File: config.mk
export PLATFORM = sky130hd
export DESIGN_NAME = tone_envelope_pwm
export DESIGN_NICKNAME = d
export VERILOG_FILES = /design/src/rtl/musicbox_pkg.sv /design/src/rtl/env_pwm_gate.sv /design/src/rtl/tone_envelope_pwm.sv
export SDC_FILE = /design/constraint.sdc
export NUM_CORES = 1
export LEC_CHECK = 0
export ABC_CLOCK_PERIOD_IN_PS = 2900
export BUFFER_PORTS_ARGS = -buffer_cell sky130_fd_sc_hd__buf_4
export CAP_MARGIN = 0
export CORE_MARGIN = 5
export CORE_UTILIZATION = 60
export DETAILED_ROUTE_END_ITERATION = 8
export GPL_TIMING_DRIVEN = 1
export MAX_ROUTING_LAYER = met4
export PLACE_DENSITY_LB_ADDON = 0.25
export SETUP_SLACK_MARGIN = 0.1
export SYNTH_ARGS = -nofsm -noshare
export SYNTH_HDL_FRONTEND = slang
export SYNTH_SLANG_ARGS = --single-unit
File: constraint.sdc
create_clock -name clk -period 2.9 [get_ports clk]
set_clock_uncertainty 0.15 [all_clocks]
set_input_delay 0.58 -clock clk [delete_from_list [all_inputs] [get_ports clk]]
set_output_delay 0.58 -clock clk [all_outputs]
set_load 0.02 [all_outputs]
File: src/rtl/musicbox_pkg.sv
// Shared music box definitions: envelope state encodings, default step
// constants and the rest note code used by the tone generator.
package musicbox_pkg;

   typedef enum logic [2:0] {
      ST_IDLE    = 3'd0,
      ST_ATTACK  = 3'd1,
      ST_DECAY   = 3'd2,
      ST_SUSTAIN = 3'd3,
      ST_RELEASE = 3'd4
   } env_state_t;

   localparam int STEP_DIV_DEF     = 50000;
   localparam int ATTACK_STEP_DEF  = 16;
   localparam int DECAY_STEP_DEF   = 4;
   localparam int SUSTAIN_LVL_DEF  = 160;
   localparam int RELEASE_STEP_DEF = 8;

   localparam logic [7:0] NOTE_REST = 8'd0;

endpackage

File: src/rtl/env_pwm_gate.sv
// PWM gate: scales the envelope level by master volume and compares it
// against a free-running 8-bit ramp.
module env_pwm_gate (
   input  logic       clk,
   input  logic       rst,
   input  logic [7:0] env_level,
   input  logic [1:0] vol_sel,
   output logic       gate
);

   logic [7:0] pwm_cnt;
   logic [7:0] level_eff;

   always_ff @(posedge clk or negedge rst) begin
      if (!rst) pwm_cnt <= 8'd0;
      else      pwm_cnt <= pwm_cnt + 8'd1;
   end

   assign level_eff = env_level >> (2'd3 - vol_sel);

   // Full scale must be always-on; the plain compare would drop one slot.
   assign gate = (level_eff == 8'hFF) || (pwm_cnt < level_eff);

endmodule

File: src/rtl/tone_envelope_pwm.sv
// Buzzer output stage: ADSR envelope retriggered on note changes, realised
// by PWM-gating the square-wave tone. The pin idles high.
module tone_envelope_pwm
   import musicbox_pkg::*;
#(
   parameter int STEP_DIV     = STEP_DIV_DEF,
   parameter int ATTACK_STEP  = ATTACK_STEP_DEF,
   parameter int DECAY_STEP   = DECAY_STEP_DEF,
   parameter int SUSTAIN_LVL  = SUSTAIN_LVL_DEF,
   parameter int RELEASE_STEP = RELEASE_STEP_DEF
) (
   input  logic       clk,
   input  logic       rst,
   input  logic       tone_in,
   input  logic [7:0] note_code,
   input  logic [1:0] vol_sel,
   output logic       out,
   output logic [7:0] env_level,
   output logic       busy
);

   localparam logic [15:0] PRESC_MAX = 16'(STEP_DIV - 1);

   env_state_t  state, state_nx;
   logic [7:0]  level_nx;
   logic [15:0] prescaler;
   logic [7:0]  note_q;
   logic        tone_q;
   logic        tick, note_start, note_stop, gate;
   logic [8:0]  sum9, dec9, rel9;

   always_ff @(posedge clk or negedge rst) begin
      if (!rst) begin
         tone_q <= 1'b1;
         note_q <= NOTE_REST;
      end else begin
         tone_q <= tone_in;
         note_q <= note_code;
      end
   end

   always_ff @(posedge clk or negedge rst) begin
      if (!rst)      prescaler <= 16'd0;
      else if (tick) prescaler <= 16'd0;
      else           prescaler <= prescaler + 16'd1;
   end

   assign tick       = (prescaler == PRESC_MAX);
   assign note_start = (note_code != note_q) && (note_code != NOTE_REST);
   assign note_stop  = (note_code != note_q) && (note_code == NOTE_REST);

   // 9-bit intermediates so saturation is decided before truncation.
   assign sum9 = {1'b0, env_level} + 9'(ATTACK_STEP);
   assign dec9 = {1'b0, env_level} - 9'(DECAY_STEP);
   assign rel9 = {1'b0, env_level} - 9'(RELEASE_STEP);

   always_ff @(posedge clk or negedge rst) begin
      if (!rst) begin
         state     <= ST_IDLE;
         env_level <= 8'd0;
      end else begin
         state     <= state_nx;
         env_level <= level_nx;
      end
   end

   always_comb begin
      state_nx = state;
      level_nx = env_level;
      // Note events take priority and swallow a coincident tick; the level
      // is kept so legato retriggers do not click.
      if (note_start) begin
         state_nx = ST_ATTACK;
      end else if (note_stop) begin
         if (state != ST_IDLE) state_nx = ST_RELEASE;
      end else if (tick) begin
         unique case (state)
            ST_ATTACK: begin
               if (sum9 >= 9'd255) begin
                  level_nx = 8'hFF;
                  state_nx = ST_DECAY;
               end else begin
                  level_nx = sum9[7:0];
               end
            end
            ST_DECAY: begin
               if (dec9[8] || (dec9 <= 9'(SUSTAIN_LVL))) begin
                  level_nx = 8'(SUSTAIN_LVL);
                  state_nx = ST_SUSTAIN;
               end else begin
                  level_nx = dec9[7:0];
               end
            end
            ST_RELEASE: begin
               if (rel9[8] || (rel9 == 9'd0)) begin
                  level_nx = 8'd0;
                  state_nx = ST_IDLE;
               end else begin
                  level_nx = rel9[7:0];
               end
            end
            default: ;
         endcase
      end
   end

   env_pwm_gate u_gate (
      .clk       (clk),
      .rst       (rst),
      .env_level (env_level),
      .vol_sel   (vol_sel),
      .gate      (gate)
   );

   always_ff @(posedge clk or negedge rst) begin
      if (!rst) out <= 1'b1;
      else      out <= tone_q | ~gate | (note_q == NOTE_REST);
   end

   assign busy = (state != ST_IDLE);

endmodule

After elaboration in Yosys (flattened, before gate mapping)
Cells that the tools add are included.
Storage, ports and cells
  logic and storage cells: 60
  register bits after elaboration: 45
  input bits: 13
Cells by class
  add/subtract/negate cells: 6
  magnitude comparators: 3
  bitwise logic cells: 5
  muxes and demuxes: 13
  equality and inequality tests: 10
  shift operators: 1
  reduce and logical (&&, ||, !) cells: 15
Operators by type and width (number)
  $mux 8: 3
  $pmux 8 s3: 1
  $mux 3: 7
  $add 16x1->16 const B: 1
  $eq 16x16->1 const B: 1
  $logic_not 8->1: 2
  $mux 16: 1
  $ne 4x4->1 const B: 3
  $add 8x5->9 const B: 1
  $ge 9x8->1 const B: 1
  $le 9x8->1 const B: 1
  $logic_not 9->1: 1
  $pmux 3 s3: 1
  $reduce_bool 3->1: 3
  $sub 8x3->9 const B: 1
  $sub 8x4->9 const B: 1
  $add 8x1->8 const B: 1
  $eq 8x8->1 const B: 1
  $lt 8x8->1: 1
  $ne 8x8->1: 1
  $reduce_bool 8->1: 1
  $shr 8x2->8: 1
  $reduce_and 6->1: 1
  $reduce_bool 5->1: 1
  other kinds (10): 16

Depth between registers and ports, before layout
Gate-level depths: netlist of run 1.
  word-level depth: 8
  mapped depth: 11

Cells and area by module
Synthesis of run 1 repeated with hierarchy kept, for this count alone.
Unflattened totals
  cells, all modules: 295
  area total of the unflattened synthesis: 2859.0 µm²
Modules (own cells, without submodules)
  tone_envelope_pwm: cells an instance 232, sequential area each 903.4 µm², area an instance 2218.4 µm², instances 1
  env_pwm_gate: cells an instance 63, sequential area each 200.2 µm², area an instance 640.6 µm², instances 1

Worst setup path before layout of run 1
No wires, ideal clock.
  path type: register -> register
  start: register env_level[4]
  end: register env_level[4]
  arrival: 2.373 ns
  data required time: 2.628 ns
  cell stages (with the launch flop): 10
  setup slack: 0.255 ns
  path through: dfrtp_1 inv_1 ha_1 a32oi_1 nor4_1 or4_1 buf_2 a21boi_0 o2bb2ai_1 a21oi_1
On the way
  word-level cells in the longest chain between the ends: 5
RTL lines
  from (decl): line tone_envelope_pwm.sv:18  | output logic [7:0] env_level,
  from (signal assigned): line tone_envelope_pwm.sv:63  | env_level <= level_nx;
  $sub 8x3->9 / $sub 8x4->9 (equally long branches): line tone_envelope_pwm.sv:54, tone_envelope_pwm.sv:55
  $le 9x8->1 / $logic_not 9->1 (equally long branches): line tone_envelope_pwm.sv:87, tone_envelope_pwm.sv:95
  $logic_or 1x1->1, on equally long branches: line tone_envelope_pwm.sv:87, tone_envelope_pwm.sv:95
  $mux 8, on equally long branches: line tone_envelope_pwm.sv:87, tone_envelope_pwm.sv:95
  $pmux 8 s3 *: line tone_envelope_pwm.sv:77  | unique case (state)
Mark *: on every way between the ends. The rest lies on a longest branch, timed or not.
A chain may end at the register's enable or synchronous reset.

Worst setup path after layout of run 1
  start: register env_level[2]
  end: register env_level[3]
The elaborated chain is that of the path after synthesis.

==> flow_summary.json, run 1 <==
{
  "p_switching_mw": 0.272,
  "endpoint_kind": "flip-flop",
  "setup_violations": 0,
  "drv_slew": 0,
  "combinationalPowerShare_pct": 6.2,
  "gp_congestion": 0.927,
  "numClockSinks": 44,
  "hold_ws_ns": 0.0865,
  "async_flop_share_pct": 100,
  "vias_per_cell": 6.08,
  "post-place-cells": 369,
  "clock.fmax_mhz": 381,
  "dieHeight_um": 79.0,
  "hold_violations": 0,
  "synth_edf_count": 0,
  "vias": 2294,
  "yosys.cell_types.count": 64,
  "cts_buffers": 5,
  "htree_levels": 2,
  "clock_power_share_pct": 41.0,
  "p_int_mw": 0.915,
  "area_growth_pct": 12.0,
  "start_util_pct": 61.3,
  "synth_commonest_cells": "42 x dfrtp_1, 23 x nand2_1, 20 x ha_1, 20 x xnor2_1",
  "clock_latency_ns": 0.31,
  "syn_area_mm2": 0.00286,
  "grt_max_degree": 45,
  "hp-class": "in2async",
  "required_ns": 2.97,
  "cts_root_buf": "clkbuf_8",
  "regToRegStartpoint": "env_level[2]",
  "yosys_warnings": 0,
  "synth.most_common_cell": "dfrtp_1",
  "coreArea_mm2": 0.00466,
  "synth.top_cell.area_share_pct": 36.8,
  "worst-path-max-fanout": 7,
  "ir_worst_vdd_v": 0.000397,
  "power_leakage_nw": 1.43,
  "fp.dieArea_mm2": 0.00624,
  "fin_nets": 355,
  "routed_wl_um": 6110,
  "n_antenna_cell": 0,
  "grt_pass1_wl_um": 10500,
  "cts_tree": "yes",
  "ys_seq_area_share_pct": 38.6,
  "drtAntennaViolNets": 0,
  "die_x_um": 79.0,
  "tightest_slew_ns": 0.555,
  "hpwlAfterDp_um": 4430,
  "drive_above_1_share_pct": 17.0,
  "overflow": 0,
  "cts_buffer_depth": 2,
  "ff2ff_path_depth": 8,
  "critPathArrivalTime_ns": 2.69,
  "fin_total_pwr_mw": 1.19,
  "nFillCells": 373,
  "reg2reg_slack_ns": 0.27,
  "dr.pass1.iters": 4,
  "ys.flop_type": "dfrtp_1",
  "seq_power_share_pct": 52.9,
  "drtIter0Drc": 104,
  "rows": 25,
  "rsz0062_at_grt": "false",
  "grt_pass1_vias": 2320,
  "clkSlewWorstSetupHoldPaths_ns": 0.10,
  "syn-num-nets": 329,
  "avgSynthCellArea_um2": 9.65,
  "power_density_mw_per_mm2": 371,
  "slew-limit-headroom_pct": 63.0,
  "setup-tns-final_ns": 0,
  "p_sw_share_pct": 22.9,
  "avgRoutedWirePerCell_um": 16.2,
  "instances_no_fill": 377,
  "ioPinCount": 23,
  "synthCells": 296,
  "drc": 0,
  "grt_use_total_pct": 21.6,
  "status": "finished, final reports clean",
  "ys_top_cells_by_area": "dfrtp_1 37%, ha_1 8.8%, xnor2_1 6.1%",
  "path_class": "reg2reg",
  "synth_top_cell_by_area": "dfrtp_1",
  "setup.worst_path.start_class": "flip-flop",
  "ys_ff_latch": 44,
  "antenna_found_initial": 0,
  "period_share_pct": 90.6,
  "maxCapViolations": 0,
  "r2r_end": "env_level[3]",
  "finalCriticalPeriod_ns": 2.63,
  "port_buffers": 22
}
cell families after synthesis:
group,Yosys count,share of synthesized area [%]
flops,44,38.6
fa+ha+maj,20,8.76
simple gates,107,21.2
buf+inv,23,3.98
xor+xnor,31,9.50
mux,8,2.89
compound gates,63,15.1
layer usage:
metal | up-vias | global-route usage [%] | share of wire, %
li1 | 1122 | - | -
met1 | 1107 | 27.9 | 46
met2 | 58 | 33.9 | 48
met3 | 7 | 4.65 | 5.1
met4 | 0 | 7.22 | 0.93
met5 | - | - | 0
critical path: stages (launching register included):
cell	delay (ns)
dfrtp_1	0.50
inv_1	0.13
ha_1	0.30
or2b_2	0.31
a2111o_1	0.45
a21oi_4	0.21
nand2_4	0.10
o221a_1	0.24
a21oi_1	0.14
cell type report:
class                           instances  area, µm²  area share [%]
Sequential cell                        44       1100            34.5
Timing Repair Buffer                   29        218            6.80
Clock buffer                            5       68.8            2.15
Inverter                               13       48.8            1.52
Tap cell                               54       67.6            2.11
Multi-Input combinational cell        229       1650            51.5
Clock inverter                          3       46.3            1.45
power groups by stage:
| stage | clock (mW) | combinational, mW | sequential (mW) |
|---|---|---|---|
| after global placement | 0 | 0.0723 | 0.639 |
| after floorplan | 0 | 0.0359 | 0.640 |
| after CTS | 0.499 | 0.0749 | 0.627 |
| after detailed placement | 0 | 0.0746 | 0.639 |
| final | 0.486 | 0.0734 | 0.628 |
| after global routing | 0.529 | 0.0830 | 0.628 |
worst max-delay path by stage:
stage | from | slack, ns | depth (start not counted) | end
global placement | env_level[3] | 0.25 | 8 | env_level[3]
finish | env_level[2] | 0.27 | 8 | env_level[3]
detailed placement | vol_sel[0] | 0.20 | 10 | out
CTS | env_level[3] | 0.16 | 8 | env_level[3]
floorplan | env_level[4] | 0.26 | 9 | env_level[4]
global route | env_level[4] | 0.12 | 8 | env_level[4]
through the flow:
stage / util, % / instance area (µm²) / setup slack (ns)
global placement: 66.0 / 3080 / 0.251
finish: 68.7 / 3200 / 0.274
detailed placement: 66.0 / 3080 / 0.202
floorplan: - / 2860 / 0.255
CTS: 68.5 / 3190 / 0.162
global route: 68.7 / 3200 / 0.121
flip-flops by register name, summed over array words and instances (netlist names):
register        cells
note_q              8
u_gate.pwm_cnt      8
state               3
out                 1
env_level           7
prescaler          16
tone_q              1
layout by cell type, fill, tap and decap left out, drive strengths merged, types with 8 or more instances in the layout:
master / n
a21oi: 16
and3: 8
buf: 29
dfrtp: 42
ha: 20
inv: 14
nand2: 24
nand3: 11
nand4: 10
nor2: 15
o21ai: 15
xnor2: 20
xor2: 11
what timing repair did:
item	in CTS	in global routing
gates resized for setup	0	3
setup buffers	0	0
endpoints found under the setup margin	0	9
hold buffers	0	0
No activity file was read; power rests on OpenSTA's default activity.
==> run 2, diff against run 1 <==
Settings changed: BUFFER_PORTS_ARGS -buffer_cell sky130_fd_sc_hd__buf_4 to default, DONT_BUFFER_PORTS from default to 1.
==> run 2 against run 1 <==
  * Core utilization fell by 2.5 points
  * Register-to-register slack barely moved
  * Sequential share of layout area rose by 1.3 points
  * Largest power group unchanged
  * Flip-flop and latch count did not move
  * Sequential power barely moved
  * First-iteration DRC count rose by 25%
  * Combinational power fell by 27%
  * Cell count fell by 4.5%
  * Setup slack barely moved
  * Design area fell by 3.7%
==> flow_summary.json, run 2 (same netlist as run 1, synthesis figures left out) <==
{
  "finalCriticalPeriod_ns": 2.63,
  "grt_pass1_vias": 2257,
  "dieHeight_um": 79.0,
  "crit_chain": "inv_1, ha_1, or3b_4, a2111o_1, a21oi_4, a21oi_1, a41o_1, a21boi_2",
  "post_cts_buffers": 0,
  "overflow": 0,
  "drv_slew": 0,
  "ir_worst_vdd_v": 0.000423,
  "worst_slack_ns": 0.274,
  "drtIter0Drc": 130,
  "slew-limit-headroom_pct": 60.9,
  "setup-tns-final_ns": 0,
  "endpoint_kind": "flip-flop",
  "clock.fmax_mhz": 381,
  "coreArea_mm2": 0.00466,
  "fin_nets": 338,
  "fp.dieArea_mm2": 0.00624,
  "cts_buffers": 5,
  "tightest_slew_ns": 0.582,
  "cpPeakStageDelay_ns": 0.45,
  "drtAntennaViolNets": 0,
  "power_leakage_nw": 1.35,
  "dr.pass1.iters": 4,
  "cp_slowest_cell": "dfrtp_1",
  "nFillCells": 388,
  "fin_total_pwr_mw": 1.16,
  "start_util_pct": 61.3,
  "htree_levels": 2,
  "reg2reg_slack_ns": 0.27,
  "vias_per_cell": 6.16,
  "routed_wl_um": 5960,
  "required_ns": 2.98,
  "hpwlAfterDp_um": 4430,
  "setup_violations": 0,
  "register_area_mm2": 0.00110,
  "rows": 25,
  "setup.worst_path.start_class": "flip-flop",
  "clkSlewWorstSetupHoldPaths_ns": 0.08,
  "ioPinCount": 23,
  "vias": 2218,
  "die_x_um": 79.0,
  "grt_max_degree": 45,
  "cts_buffer_depth": 2,
  "n_antenna_cell": 0,
  "grt_pass1_wl_um": 10500,
  "port_buffers": 0,
  "status": "finished, final reports clean",
  "mostFrequentLayoutCell": "dfrtp_1",
  "fin_area_mm2": 0.00308,
  "period_share_pct": 90.6,
  "gp_congestion": 0.933,
  "critPathArrivalTime_ns": 2.70,
  "cts_tree": "yes",
  "drive_above_1_share_pct": 11.4,
  "cts_root_buf": "clkbuf_8",
  "numClockSinks": 44,
  "hp-class": "in2reg",
  "top_regs": "prescaler x16, note_q x8, u_gate.pwm_cnt x8",
  "rsz0062_at_grt": "false",
  "clock_latency_ns": 0.30,
  "grt_use_total_pct": 21.7,
  "hold_violations": 0,
  "multi_input_area_mm2": 0.00164,
  "final_cell_mix": "42 x dfrtp_1, 23 x nand2_1, 20 x xnor2_1, 20 x ha_1",
  "maxCapViolations": 0,
  "avgRoutedWirePerCell_um": 16.5,
  "worst-path-max-fanout": 6,
  "top_register": "prescaler",
  "place_area_mm2": 0.00294,
  "largest_reg_flops": 16,
  "path_class": "reg2reg",
  "power_density_mw_per_mm2": 376,
  "dp_slack_ns": 0.291,
  "area_growth_pct": 7.92,
  "hold_ws_ns": 0.125,
  "antenna_found_initial": 0,
  "drc": 0
}
## run 2: cell types whose count changed in the layout (fill, tap and decap cells not counted)
cell and delta:
buf_12 +1, dfrtp_2 -1, a32oi_2 -1, o21ai_2 +1, o21ai_1 -1, dlygate4sd3_1 +1
dfrtp_1 +1, inv_1 +1, a32oi_1 +1, buf_4 -19, inv_2 -1
## run 2: cell type report
class	instances	share of cell area, %
inverter	13	1.58
sequential	44	35.8
clock inverter	3	1.50
multi-input combinational	229	53.3
tap	54	2.19
clock buffer	5	2.23
timing repair buffer	12	3.41
## run 2: worst max-delay path: cells and delay by family (launching register included)
kind	cells	cell delay, ns
DFF	1	0.45
adders and majority gates	1	0.26
and+or+nand+nor	1	0.42
AOI/OAI and AO/OA	5	1.10
buffers and inverters	1	0.19
## run 2: worst paths after layout
kind / start / end / cells past startpoint
min in group asynchronous: rst / env_level[7] / 2
worst max register to register: env_level[3] / state[0] / 8
worst min-delay path: tone_in / tone_q / 0
worst min register to register: u_gate.pwm_cnt[7] / u_gate.pwm_cnt[7] / 1
worst max-delay path: env_level[3] / state[0] / 8
max in group asynchronous: rst / tone_q / 2
## run 2: timing repair
item                                   CTS  global route
hold buffers                             2             0
gates resized for setup                  0             1
setup endpoints to repair                0             3
endpoints found under the hold margin   44             0
## run 2: through the flow
step / cells / utilization (%)
after floorplan: 296 / -
after global placement: 350 / 63.0
after detailed placement: 350 / 63.0
after CTS: 360 / 66.1
after global routing: 360 / 66.2
final: 360 / 66.2
## run 2: routing by layer
layer | routed length, µm | vias up | share of wire [%] | GRT usage, %
li1 | - | 1093 | - | -
met1 | 2760 | 1047 | 46 | 28.9
met2 | 2740 | 65 | 46 | 32.6
met3 | 330 | 13 | 5.5 | 5.10
met4 | 123 | 0 | 2.1 | 7.90
met5 | 0 | - | 0 | -
## run 2: where the power goes
part	leakage, nW	total, mW	switching, mW	internal, mW
Sequential	0.540	0.629	0.00713	0.622
Combinational	0.752	0.0538	0.0287	0.0251
Clock	0.0548	0.476	0.217	0.259
Total	1.35	1.16	0.253	0.907
==> run 3, diff against run 2 <==
Settings changed: GPL_TIMING_DRIVEN 1 to default, REMOVE_ABC_BUFFERS from default to 1.
==> run 3 against run 2 <==
  * Flip-flop and latch count unchanged
  * Design area up 0.32%
  * Clock power is 5.0% lower
  * Combinational power increased by 3%
  * Wire length shrank 3.3%
  * Fmax is 2.2% lower
  * Non-clock buffer count is 1 higher
  * Clock-buffer cell count increased by 1
  * Worst hold slack improved by 0.0040 ns
==> flow_summary.json, run 3 (same netlist as run 1, synthesis figures left out) <==
{
  "drive_above_1_share_pct": 12.4,
  "vias": 2229,
  "min_to": "tone_q",
  "top_regs": "prescaler x16, note_q x8, u_gate.pwm_cnt x8",
  "regToRegStartpoint": "env_level[4]",
  "die_x_um": 79.0,
  "dieHeight_um": 79.0,
  "gp_congestion": 0.922,
  "final_cell_mix": "40 x dfrtp_1, 23 x nand2_1, 20 x xnor2_1, 20 x ha_1",
  "rsz0062_at_grt": "false",
  "grt_use_total_pct": 20.6,
  "status": "finished, final reports clean",
  "place_area_mm2": 0.00294,
  "path_class": "reg2reg",
  "instances_no_fill": 361,
  "dp_slack_ns": 0.131,
  "rows": 25,
  "setup_violations": 0,
  "ioPinCount": 23,
  "largest_reg_flops": 16,
  "final_util_pct": 66.4,
  "maxCapViolations": 0,
  "fin_nets": 339,
  "cts_root_buf": "clkbuf_8",
  "worst-path-max-fanout": 7,
  "cts_tree": "yes",
  "crit_path_start": "env_level[4]",
  "crit_chain": "inv_1, buf_4, ha_1, or3b_4, a2111o_1, a21oi_4, nand2_4, o221a_1, a21oi_1",
  "drtAntennaViolNets": 0,
  "clock_latency_ns": 0.29,
  "avgRoutedWirePerCell_um": 16.0,
  "clock.fmax_mhz": 372,
  "area_growth_pct": 8.28,
  "top_register": "prescaler",
  "cpPeakStageDelay_ns": 0.43,
  "post-place-cells": 351,
  "worst_slack_ns": 0.215,
  "hold_violations": 0,
  "slew-limit-headroom_pct": 70.8,
  "drtIter0Drc": 171,
  "htree_levels": 2,
  "power_leakage_nw": 1.35,
  "port_buffers": 0,
  "fin_total_pwr_mw": 1.14,
  "grt_pass1_vias": 2101,
  "dr.pass1.iters": 4,
  "period_share_pct": 92.6,
  "n_antenna_cell": 0,
  "ir_worst_vdd_v": 0.000264,
  "finalCriticalPeriod_ns": 2.68,
  "coreArea_mm2": 0.00466,
  "r2r_end": "env_level[3]",
  "min_from": "tone_in",
  "critPathArrivalTime_ns": 2.75,
  "ff2ff_path_depth": 9,
  "fp.dieArea_mm2": 0.00624,
  "cts_buffer_depth": 2,
  "hold-path-cell-count": 0,
  "numClockSinks": 44,
  "cp_slowest_cell": "or3b_4",
  "clkSlewWorstSetupHoldPaths_ns": 0.08,
  "hold_ws_ns": 0.129,
  "antenna_found_initial": 0,
  "reg2reg_slack_ns": 0.22,
  "fin_area_mm2": 0.00309,
  "routed_wl_um": 5760,
  "endpoint_kind": "flip-flop",
  "critical_path_buf_inv_count": 2,
  "hpwlAfterDp_um": 4260,
  "setup.worst_path.start_class": "flip-flop",
  "vias_per_cell": 6.17,
  "cts_buffers": 5,
  "grt_max_degree": 45,
  "required_ns": 2.96,
  "mostFrequentLayoutCell": "dfrtp_1",
  "cp_top_family": "compound AO/OA/AOI/OAI gates",
  "tightest_slew_ns": 0.435,
  "grt_pass1_wl_um": 9960,
  "power_density_mw_per_mm2": 367,
  "overflow": 0,
  "nFillCells": 388,
  "setup-tns-final_ns": 0,
  "drv_slew": 0,
  "start_util_pct": 61.3,
  "hp-class": "in2reg",
  "drc": 0
}
run 3: area by class of cell:
class                   count  area [µm²]  area share, %
flip-flops and latches     44        1110           35.7
well taps                  54        67.6           2.18
clock inverters             2        35.0           1.13
multi-input cells         229        1640           53.1
clock buffers               6        72.6           2.35
repair buffers             13         120           3.88
inverters                  13        48.8           1.58
run 3: timing repair:
| action | 4_1_cts | 5_1_grt |
|---|---|---|
| hold buffers | 2 | 0 |
| endpoints found under the hold margin | 44 | 0 |
| setup buffers | 0 | 0 |
| endpoints found under the setup margin | 0 | 7 |
| resized for setup | 0 | 4 |
run 3: how the worst max path moves through the flow:
stage,end,slack [ns],cells after the start
6_report,env_level[3],0.22,9
5_1_grt,env_level[3],0.13,9
4_1_cts,env_level[3],0.11,8
3_5_place_dp,env_level[3],0.13,8
3_3_place_gp,env_level[3],0.14,8
2_1_floorplan,env_level[4],0.20,8
run 3: metal layers:
metal	track usage [%]	vias to the layer above	wire [µm]
met5	-	-	0
met4	5.84	0	95
met3	3.51	11	276
met2	32.6	42	2690
met1	27.5	1076	2700
li1	-	1100	-
run 3: power by group:
group	switching (mW)	leakage, nW	internal (mW)	total, mW
Clock	0.196	0.0552	0.256	0.452
Sequential	0.00653	0.536	0.622	0.629
Combinational	0.0291	0.761	0.0263	0.0554
Total	0.232	1.35	0.904	1.14
